## src/rtl/calc_pkg.sv

```systemverilog
// calc_pkg: shared definitions for the calculator datapath blocks.
//   - div_state_t : divider controller state encoding (IDLE/RUN/DONE)
//   - CALC_BITS   : default operand/result width
//   - DIV_ZERO_FILL : quotient pattern reported on divide-by-zero (all ones,
//                     sliced down to the instance width)
package calc_pkg;

  typedef enum logic [1:0] {
    ST_IDLE = 2'd0,
    ST_RUN  = 2'd1,
    ST_DONE = 2'd2
  } div_state_t;

  localparam int CALC_BITS = 8;

  localparam logic [31:0] DIV_ZERO_FILL = 32'hFFFF_FFFF;

endpackage

```

## src/rtl/div_step.sv

```systemverilog
// div_step: one restoring-division iteration (combinational).
// Ports:
//   rem_in  [bits]  partial remainder entering this step (always < divisor)
//   msb_in  [1]     next dividend bit shifted into the remainder
//   divisor [bits]  denominator (nonzero while in use)
//   rem_out [bits]  partial remainder after the trial subtract
//   q_bit   [1]     quotient bit produced by this step
module div_step #(
  parameter int bits = 8
) (
  input  logic [bits-1:0] rem_in,
  input  logic            msb_in,
  input  logic [bits-1:0] divisor,
  output logic [bits-1:0] rem_out,
  output logic            q_bit
);

  logic [bits:0] t;
  logic          ge;

  // The shifted remainder needs bits+1 to compare without overflow. When
  // t >= divisor the true difference is below divisor, so the low bits of
  // the subtraction are exact and the carry bit can be dropped.
  always_comb begin
    t       = {rem_in, msb_in};
    ge      = (t >= {1'b0, divisor});
    q_bit   = ge;
    rem_out = ge ? (t[bits-1:0] - divisor) : t[bits-1:0];
  end

endmodule

```

## src/rtl/div_seq_ctrl.sv

```systemverilog
// div_seq_ctrl: sequential unsigned restoring divider, one step per clock.
// Build option: DIV_SEQ_EARLY_EXIT_EN - when defined, a request with
//   dividend < divisor (divisor nonzero) finishes directly without iterating.
// Ports:
//   clk, rst_n            clock (rising edge), async active-low reset
//   start                 request, only sampled in IDLE
//   dividend, divisor     operands, sampled with an accepted start
//   busy                  high while iterating (RUN)
//   done                  one-cycle pulse when results become valid
//   quotient, remainder   results, held until the next accepted start
//   div_err               divide-by-zero flag, held with the results
//   dbg_state             current FSM state
// Handshake: start is taken on a rising edge only while IDLE; the requester
// waits for the done pulse before issuing another start. start in RUN or
// DONE is dropped, not queued.
module div_seq_ctrl
  import calc_pkg::*;
#(
  parameter int bits = CALC_BITS
) (
  input  logic            clk,
  input  logic            rst_n,
  input  logic            start,
  input  logic [bits-1:0] dividend,
  input  logic [bits-1:0] divisor,
  output logic            busy,
  output logic            done,
  output logic [bits-1:0] quotient,
  output logic [bits-1:0] remainder,
  output logic            div_err,
  output div_state_t      dbg_state
);

  localparam int CW = (bits > 1) ? $clog2(bits) : 1;
  localparam logic [CW-1:0] CNT_INIT = CW'(bits - 1);

  div_state_t      state;
  logic [bits-1:0] div_reg;
  logic [bits-1:0] rem_acc;
  logic [bits-1:0] q_acc;
  logic [CW-1:0]   cnt;

  logic [bits-1:0] step_rem;
  logic            step_q;
  logic [bits-1:0] q_next;

  // Single shared step; q_acc holds the unconsumed dividend bits in its top
  // and the accumulated quotient bits in its bottom.
  div_step #(.bits(bits)) u_step (
    .rem_in  (rem_acc),
    .msb_in  (q_acc[bits-1]),
    .divisor (div_reg),
    .rem_out (step_rem),
    .q_bit   (step_q)
  );

  assign q_next    = {q_acc[bits-2:0], step_q};
  assign dbg_state = state;

  always_ff @(posedge clk or negedge rst_n) begin
    if (!rst_n) begin
      state     <= ST_IDLE;
      div_reg   <= '0;
      rem_acc   <= '0;
      q_acc     <= '0;
      cnt       <= '0;
      busy      <= 1'b0;
      done      <= 1'b0;
      quotient  <= '0;
      remainder <= '0;
      div_err   <= 1'b0;
    end else begin
      case (state)
        ST_IDLE: begin
          done <= 1'b0;
          if (start) begin
            if (divisor == '0) begin
              quotient  <= DIV_ZERO_FILL[bits-1:0];
              remainder <= dividend;
              div_err   <= 1'b1;
              done      <= 1'b1;
              state     <= ST_DONE;
            end
`ifdef DIV_SEQ_EARLY_EXIT_EN
            else if (dividend < divisor) begin
              quotient  <= '0;
              remainder <= dividend;
              div_err   <= 1'b0;
              done      <= 1'b1;
              state     <= ST_DONE;
            end
`endif
            else begin
              div_reg <= divisor;
              rem_acc <= '0;
              q_acc   <= dividend;
              cnt     <= CNT_INIT;
              busy    <= 1'b1;
              state   <= ST_RUN;
            end
          end
        end

        ST_RUN: begin
          rem_acc <= step_rem;
          q_acc   <= q_next;
          if (cnt == '0) begin
            quotient  <= q_next;
            remainder <= step_rem;
            div_err   <= 1'b0;
            busy      <= 1'b0;
            done      <= 1'b1;
            state     <= ST_DONE;
          end else begin
            cnt <= cnt - CW'(1);
          end
        end

        ST_DONE: begin
          done  <= 1'b0;
          state <= ST_IDLE;
        end

        default: begin
          busy  <= 1'b0;
          done  <= 1'b0;
          state <= ST_IDLE;
        end
      endcase
    end
  end

endmodule
```

## config.mk

```make
export PLATFORM = sky130hd
export DESIGN_NAME = div_seq_ctrl
export DESIGN_NICKNAME = d
export VERILOG_FILES = /design/src/rtl/calc_pkg.sv /design/src/rtl/div_step.sv /design/src/rtl/div_seq_ctrl.sv
export SDC_FILE = /design/constraint.sdc
export NUM_CORES = 1
export LEC_CHECK = 0
export ABC_AREA = 1
export CORE_MARGIN = 4
export CORE_UTILIZATION = 50
export CTS_CLUSTER_SIZE = 16
export DETAILED_ROUTE_END_ITERATION = 12
export GPL_TIMING_DRIVEN = 0
export PLACE_DENSITY_LB_ADDON = 0.05
export SLEW_MARGIN = 40
export SYNTH_ARGS = -nofsm -noshare
export SYNTH_HDL_FRONTEND = slang
export SYNTH_HIERARCHICAL = 1
export SYNTH_SLANG_ARGS = --single-unit
```

## constraint.sdc

```tcl
create_clock -name clk -period 5.3 [get_ports clk]
set_clock_uncertainty 0.1 [all_clocks]
set_input_delay 0.53 -clock clk [delete_from_list [all_inputs] [get_ports clk]]
set_output_delay 0.53 -clock clk [all_outputs]
set_load 0.005 [all_outputs]
```

# Word-level counts from Yosys, hierarchy flattened
# Index checks and enable logic that the tools add are counted.
[totals] out_inout_bits=21 regBits=48
[op_classes] muxes=34 bitwise=2 n_eq_ne=7 reduce_logical=10 addsub=2 n_lt_le_gt_ge=1
[op_table] cell="2-to-1 mux 8 bit" n=11
[op_table] cell="case mux 8 bit (2 select lines)" n=4
[op_table] cell="AND reduction 4 bit" n=3
[op_table] cell="inequality test 2 bit, second input constant" n=5
[op_table] cell=">= comparator 9 x 8 -> 1 bit" n=1
[op_table] cell="2-to-1 mux 3 bit" n=3
[op_table] cell="logical NOT 8 bit" n=1
[op_table] cell="2-to-1 mux 1 bit" n=8
[op_table] cell="subtractor 8 bit" n=1
[op_table] cell="2-to-1 mux 2 bit" n=3
[op_table] cell="case mux 3 bit (2 select lines)" n=1
[op_table] cell="AND reduction 3 bit" n=2
[op_table] cell="case mux 1 bit (2 select lines)" n=2
[op_table] cell="case mux 2 bit (2 select lines)" n=1
[op_table] cell="logical NOT 3 bit" n=1
[op_table] cell="case mux 1 bit (3 select lines)" n=1
[op_table] cell="subtractor 3 x 1 -> 3 bit, second input constant" n=1
[op_table] cell="== test 2 x 1 -> 1 bit, second input constant" n=1
[op_table] cell="== test 2 bit, second input constant" n=1
[op_table] cell="logical NOT 2 bit" n=1
[op_table] cell="inverter 1 bit" n=2
[op_table] cell="AND reduction 2 bit" n=1
[op_table] cell="nonzero test 2 bit" n=1

# Depth between registers and ports, before layout
# Gate-level depths: netlist (run 1).
[depth] depth_word=4 mapped_depth=15 mapped_depth_nobuf=15

# By module
# Netlist (run 1), hierarchy kept.
[modules_own_cells] module="div_seq_ctrl" cells_per_inst=280 area_each_um2=2227.1 n_inst=1
[modules_own_cells] module="div_step" cells_per_inst=109 area_each_um2=654.4 n_inst=1

# Worst setup path before layout (run 1)
# No wires, ideal clock.
[synth_timing] kind="register to register" from="reg div_reg[0]" to="reg remainder[4]" slack_ns=3.439 synth_period_minus_slack_ns=1.861 path_stages_with_launch=13 required_ns=5.134 arrival_ns=1.696 setup_ns=0.066 cell_sequence="dfrtp_1 > ha_1 > fa_1 > inv_1 > nand3_1 > nand3_1 > xor2_1 > nand2_2 > nand2_1 > nand2_1 > nand2_1 > nand3_1 > nand2_1"
[synth_via] elab_chain_len=4 elab_cells_between_ends=5
[synth_lines] element="from (decl)" line="div_seq_ctrl.sv:38" text="logic [bits-1:0] div_reg;"
[synth_lines] element="from (signal assigned)" line="div_seq_ctrl.sv:94" text="div_reg <= divisor;"
[synth_lines] element="subtractor 8 bit / >= comparator 9 x 8 -> 1 bit (equally long branches)" line="div_step.sv:28, div_step.sv:26"
[synth_lines] element="2-to-1 mux 8 bit *" line="div_step.sv:28" text="rem_out = ge ? (t[bits-1:0] - divisor) : t[bits-1:0];"
[synth_lines] element="via step_rem[4]" line="div_seq_ctrl.sv:43" text="logic [bits-1:0] step_rem;"
[synth_lines] element="2-to-1 mux 8 bit *" line="div_seq_ctrl.sv:107" text="if (cnt == '0) begin"
[synth_lines] element="case mux 8 bit (2 select lines) *" line="div_seq_ctrl.sv:73" text="case (state)"
[synth_lines] element="to (signal assigned)" line="div_seq_ctrl.sv:79" text="remainder <= dividend;"
[synth_lines] element="to (signal assigned)" line="div_seq_ctrl.sv:109" text="remainder <= step_rem;"
[synth_lines] element="to (decl)" line="div_seq_ctrl.sv:29" text="output logic [bits-1:0] remainder,"
# Mark *: on every way through the listed nets, which the timed path passes. The rest lies on a longest branch. The select of a mux whose other input is x is not followed.
# A chain may end at the register's enable or synchronous reset.

# Worst setup path in the final report (run 1)
[layout_timing] from="reg q_acc[7]" to="reg remainder[4]"
[layout_via] elab_chain_len=4 elab_cells_between_ends=5
[layout_lines] element="from (decl)" line="div_seq_ctrl.sv:40" text="logic [bits-1:0] q_acc;"
[layout_lines] element="from (signal assigned)" line="div_seq_ctrl.sv:96" text="q_acc <= dividend;"
[layout_lines] element="from (signal assigned)" line="div_seq_ctrl.sv:106" text="q_acc <= q_next;"
[layout_lines] element="subtractor 8 bit / >= comparator 9 x 8 -> 1 bit (equally long branches)" line="div_step.sv:28, div_step.sv:26"
[layout_lines] element="2-to-1 mux 8 bit *" line="div_step.sv:28"
[layout_lines] element="via step_rem[4]" line="div_seq_ctrl.sv:43"
[layout_lines] element="2-to-1 mux 8 bit *" line="div_seq_ctrl.sv:107"
[layout_lines] element="case mux 8 bit (2 select lines) *" line="div_seq_ctrl.sv:73"
# Marked as above.

==> flow_summary.yaml, run 1 <==
setup_path:
  critPathArrivalTime_ns: 2.24
  end_kind: "flop"
  worstPathCellList: "inv_1, ha_1, fa_1, inv_1, nand3_1, nand3_1, xor2_1, nand2_2, nand2_1, nand2_1, nand2_1, nand3_1, nand2_1"
  cpMostUsedCell: "nand2_1"
  r2r_setup_slack_ns: 3.21
  crit_family: "adder cells"
  critical_path_required_ns: 5.45
  worst-path-max-fanout: 3
  r2r_end: "remainder[4]"
  max_stage_delay_ns: 0.42
  startpoint_type: "flop"
  endpoint: "remainder[4]"
  r2r-start: "q_acc[7]"
  crit_buf_inv: 2
  ff2ff_path_depth: 13
  startpoint: "q_acc[7]"
  slowest_stage: "fa_1"
  crit_type: "reg -> reg"
  path_depth: 13
place:
  dp_hpwl_mm: 4.886
  numPortBuffers: 39
  dp.cells: 501
  gp_congestion: 0.8392
  place_ws_ns: 3.072
routing:
  drt-initial-drc-count: 202
  routedWlPerCell_um: 12.31
  top_layer: "met4"
  vias_per_cell: 4.916
  vias: 2507
  dr.pass1.iters: 4
  drt-total-wl_mm: 6.280
  drc: 0
  drt-met1-wl_mm: 3.131
  ant_nets: 0
  dr_wl_met2_mm: 2.838
  routed-wl-met3_um: 218
global_route:
  grt_pass1_vias: 2564
  antenna_found_initial: 0
  grt_usage_pct: 19.68
  grt_first_pass_wirelength_mm: 11.37
  grt_max_degree: 35
  grt-ovfl-total: 0
timing:
  tightestPinTransition_ns: 0.4527
  max_slew_margin_pct: 69.82
  fin_ws_ns: 3.209
  rsz0062_at_grt: "false"
  hold_violations: 0
  min_period_over_period_pct: 39.44
  maxSlewViolCount: 0
  finalSetupViolations: 0
  max_freq_ghz: 0.4783
  fin_setup_tns_ns: 0
  final.min_clock_period_ns: 2.091
cts:
  path_clk_slew_ns: 0.10
  h-tree-depth: 2
  clock_sinks: 48
  clk_path_buf_depth: 2
  cts_tree: "done"
  clkLatencyLatePin_ns: 0.30
  cts_buffers: 5
  cts_root_buf: "clkbuf_8"
pwr:
  p_leak_nw: 1.907
  power_w: 0.002470
  vdd_drop_max_mv: 0.3353
  powerDensity_nw_per_um2: 700.4
synth:
  synth_compound_area_share_pct: 3.430
  yosysSeqAreaShare_pct: 41.68
  synth_top_family_by_area: "simple AND/OR/NAND/NOR gates"
  synth_nets: 419
  synthAdderAreaFrac_pct: 5.037
  yosys.cell_types.count: 28
  netlist_area_um2: 2882
  avgSynthCellArea_um2: 7.407
  synthCells: 389
  yosysWarnings: 6
  synth-simple-area-share_pct: 40.12
  ys_ff_latch: 48
  synthXorXnorAreaFrac_pct: 0.9119
  synth_mux_area_share_pct: 0
floorplanning:
  io_pins: 40
  die_w_um: 83.92
  die_y_um: 83.92
  dieArea_um2: 7042
  rows: 27
  fp.coreArea_um2: 5540
  start_util_pct: 52.01
finish:
  utilization_pct: 63.66
  antenna_cells: 0
  final_cells: 510
  layout-drive-gt1-share_pct: 11.87
  nFillCells: 524
  nNetsFinal: 467
  area_growth_pct: 22.41
flow_run:
  maxCapViolCount: 0
status:
  status: "finished, final reports clean"
min_path:
  min_path_type: "reg -> reg"
## metrics by stage
step	hold slack (ns)	instance area (µm²)
global placement	0.3539	3362
floorplan	0.1344	2882
finish	0.3750	3527
CTS	0.3831	3527
global route	0.4022	3527
detailed placement	0.3082	3379
## area by class of cell
type	instances	area (µm²)	area share [%]
well taps	72	90.09	2.554
plain buffers	11	70.07	1.987
multi-input cells	281	1426	40.44
repair buffers	41	417.9	11.85
clock buffers	5	68.82	1.951
inverters	49	183.9	5.215
flip-flops and latches	48	1201	34.05
clock inverters	3	68.82	1.951
## worst reg2reg max path: stages (launching register included)
cell and delay (ns):
dfrtp_1 0.40, inv_1 0.06, ha_1 0.20, fa_1 0.42
inv_1 0.10, nand3_1 0.07, nand3_1 0.09, xor2_1 0.18
nand2_2 0.06, nand2_1 0.05, nand2_1 0.07, nand2_1 0.08
nand3_1 0.07, nand2_1 0.08
## synthesized netlist by cell type, drive strengths merged
cell    count  share of area [%]
nand2     178                 27
dfrtp      48                 42
inv        47                6.1
nand3      45                8.4
nor2       19                3.7
o21ai      16                2.8
ha         10                4.3
buf         9                2.2
nand4       4               0.87
a21oi       3               0.65
clkbuf      2               0.26
clkinv      2               0.26
xnor2       2               0.61
and2        1               0.22
fa          1               0.69
or2         1               0.30
xor2        1               0.30
## metal layers
metal / track usage (%) / up-vias
met5: 0 / -
met4: 6.287 / 0
met3: 3.356 / 8
met2: 32.10 / 47
met1: 26.61 / 1152
li1: - / 1300
## how the worst min path moves through the flow
stage,depth (start not counted),to,startpoint
finish,2,quotient[7],quotient[7]
global route,2,remainder[1],remainder[1]
CTS,2,quotient[7],quotient[7]
detailed placement,1,div_reg[7],rst_n
global placement,2,q_acc[4],q_acc[4]
floorplan,0,busy,rst_n
## cells by family after synthesis
logic type | Yosys count
AOI/OAI and AO/OA | 19
xor gates and xnor gates | 3
adders and majority gates | 11
buffers and inverters | 60
DFF | 48
and+or+nand+nor | 248
## cell usage in the layout, fill, tap and decap left out, types with 2 or more instances in the layout
master           count
nand2_2             14
inv_2                4
clkdlybuf4s50_1     38
clkinv_1             2
nand2_8              3
ha_1                10
clkbuf_1             2
buf_4                3
a21oi_1              2
nand3_1             43
o21ai_0             16
nand4_1              4
nand2_4              2
clkbuf_8             5
nand2_1            159
bufinv_16            2
nor2_2               2
nor2_1              13
xnor2_1              2
inv_1               43
buf_6                2
dfrtp_1             48
buf_2                5
nor2_4               4
## what timing repair did
| item | 4_1_cts | 5_1_grt |
|---|---|---|
| endpoints found under the hold margin | 14 | 0 |
| resized for setup | 0 | 0 |
| buffers inserted | 0 | 0 |
| hold buffers | 1 | 0 |
## report_power, final
part           switching, W  leakage, nW  internal (W)
clock network      0.000133       0.0687      0.000190
logic              0.000892         1.24      0.000611
registers          0.000104        0.595      0.000540
(Power assumes the default switching activity.)
==> inputs of run 2 (changes only) <==
==> constraint.sdc (replaced) <==
create_clock -name clk -period 2.01 [get_ports clk]
set_clock_uncertainty 0.1 [all_clocks]
set_input_delay 0.201 -clock clk [delete_from_list [all_inputs] [get_ports clk]]
set_output_delay 0.201 -clock clk [all_outputs]
set_load 0.005 [all_outputs]
==> run 2 against run 1 <==
  * Sequential power grew to 2.7 times the previous value
  * First-iteration DRC count grew 4.5%
  * Non-clock buffer count grew 5
  * Count of clock-buffer cells in the layout is the same
  * Routed wire length grew 6.1%
  * Sequential cell count is the same
  * Clock power grew to 2.7 times the previous value
  * Final area grew 6.1%
  * Critical path depth shrank 1
  * Cell count grew 1.2%
  * Combinational power grew to 3.1 times the previous value
  * Fmax grew 6.4%
  * Critical endpoint is now remainder[1]
==> flow_summary.yaml, run 2 (same netlist as run 1, synthesis figures left out) <==
pwr:
  power_w: 0.007164
  vdd_drop_max_mv: 1.325
  p_leak_nw: 1.953
  powerDensity_nw_per_um2: 1914
cts:
  cts_root_buf: "clkbuf_8"
  h-tree-depth: 2
  clkLatencyLatePin_ns: 0.31
  clk_path_buf_depth: 2
  cts_buffers: 5
  cts_tree: "done"
  clock_sinks: 48
  path_clk_slew_ns: 0.10
global_route:
  grt_first_pass_wirelength_mm: 11.52
  grt_max_degree: 35
  grt_usage_pct: 19.90
  grt_pass1_vias: 2593
  antenna_found_initial: 0
  grt-ovfl-total: 0
floorplanning:
  die_w_um: 83.92
  io_pins: 40
  fp.coreArea_um2: 5540
  start_util_pct: 52.01
  dieArea_um2: 7042
  rows: 27
  die_y_um: 83.92
setup_path:
  crit_buf_inv: 0
  critPathArrivalTime_ns: 2.07
  slowest_stage: "dfrtp_1"
  crit_family: "simple AND/OR/NAND/NOR gates"
  crit_type: "reg -> reg"
  max_stage_delay_ns: 0.44
  critical_path_required_ns: 2.12
  worst-path-max-fanout: 10
  startpoint_type: "flop"
  worstPathCellList: "ha_4, or2_4, nand3_4, nand2_4, nand2_8, nand2_8, nand2_2, nand2_1, nand2_1, nand2_1, nand3_1, nand2_1"
  cpMostUsedCell: "nand2_1"
  end_kind: "flop"
timing:
  max_freq_ghz: 0.5088
  hold_violations: 0
  final.min_clock_period_ns: 1.966
  finalSetupViolations: 0
  tightestPinTransition_ns: 0.4923
  maxSlewViolCount: 0
  holdWs_ns: 0.1838
  max_slew_margin_pct: 67.18
  fin_setup_tns_ns: 0
  min_period_over_period_pct: 97.79
  rsz0062_at_grt: "true"
finish:
  area_growth_pct: 29.92
  antenna_cells: 0
  final_cell_mix: "nand2_1, dfrtp_1, inv_1, nand3_1, clkdlybuf4s50_1"
  layout-drive-gt1-share_pct: 19.37
  final_cells: 516
  final_common_cell: "nand2_1"
  nNetsFinal: 473
place:
  gp_congestion: 0.8392
  numPortBuffers: 39
  dp.cells: 501
  dp_hpwl_mm: 4.886
routing:
  vias: 2563
  vias_per_cell: 4.967
  drc: 0
  ant_nets: 0
  drt-initial-drc-count: 211
  routedWlPerCell_um: 12.92
  dr.pass1.iters: 4
  drt-total-wl_mm: 6.665
status:
  status: "finished, final reports clean"
min_path:
  min_path_type: "in -> async"
flow_run:
  maxCapViolCount: 0
[run 2: cell types whose count changed in the layout (fill, tap and decap cells not counted), moves of 4 or more]
cell / delta
inv_2: +4
buf_4: +4
ha_4: +7
nand2_1: -11
nand2_2: +10
ha_1: -7
[run 2: power breakdown]
part           leakage [nW]  internal, W  switching, W
Sequential            0.593      0.00143      0.000293
Clock                0.0687     0.000501      0.000356
Combinational          1.29      0.00197       0.00262
[run 2: worst paths after layout]
kind | cells after the start | start | end | slack [ns]
min | 2 | rst_n | cnt[0] | 0.18
min in group clk | 3 | divisor[6] | div_reg[6] | 0.37
max | 12 | rem_acc[1] | remainder[1] | 0.04
min reg2reg | 2 | quotient[7] | quotient[7] | 0.38
max reg2reg | 12 | rem_acc[1] | remainder[1] | 0.04
max in group asynchronous | 3 | rst_n | rem_acc[0] | 1.18
[run 2: final cells by class]
type	instances	area, µm²
inverters	49	183.9
clock inverters	3	68.82
clock buffers	5	68.82
well taps	72	90.09
repair buffers	46	467.9
multi-input cells	282	1592
flip-flops and latches	48	1202
plain buffers	11	70.07
fillers	491	1797
[run 2: worst register-to-register path, cell delays in order, from the launching register on]
cell	delay, ns
dfrtp_1	0.44
ha_4	0.29
or2_4	0.28
nand3_4	0.10
nand2_4	0.07
nand2_8	0.12
nand2_8	0.08
nand2_2	0.05
nand2_1	0.04
nand2_1	0.10
nand2_1	0.07
nand3_1	0.08
nand2_1	0.05
[run 2: layer usage]
metal	part of all wire, %	track usage, %
met5	0	0
met4	1.5	6.287
met3	4.1	3.356
met2	46	32.39
met1	48	27.05
[run 2: what timing repair did]
| item | in CTS | in global routing |
|---|---|---|
| gates cloned | 1 | 0 |
| gates resized for setup | 6 | 27 |
| pin swaps | 5 | 26 |
| hold buffers | 1 | 0 |
| endpoints found under the hold margin | 48 | 0 |
| setup endpoints to repair | 8 | 10 |
| setup buffers | 1 | 7 |
[run 2: per-stage QoR]
| step | utilization, % | setup slack (ns) | area [µm²] |
|---|---|---|---|
| after floorplan | - | 0.1487 | 2882 |
| after global placement | 60.68 | -0.8296 | 3362 |
| after detailed placement | 61.00 | -0.06413 | 3379 |
| after CTS | 64.93 | -0.004014 | 3597 |
| after global routing | 67.57 | -0.03916 | 3744 |
| final | 67.57 | 0.04448 | 3744 |
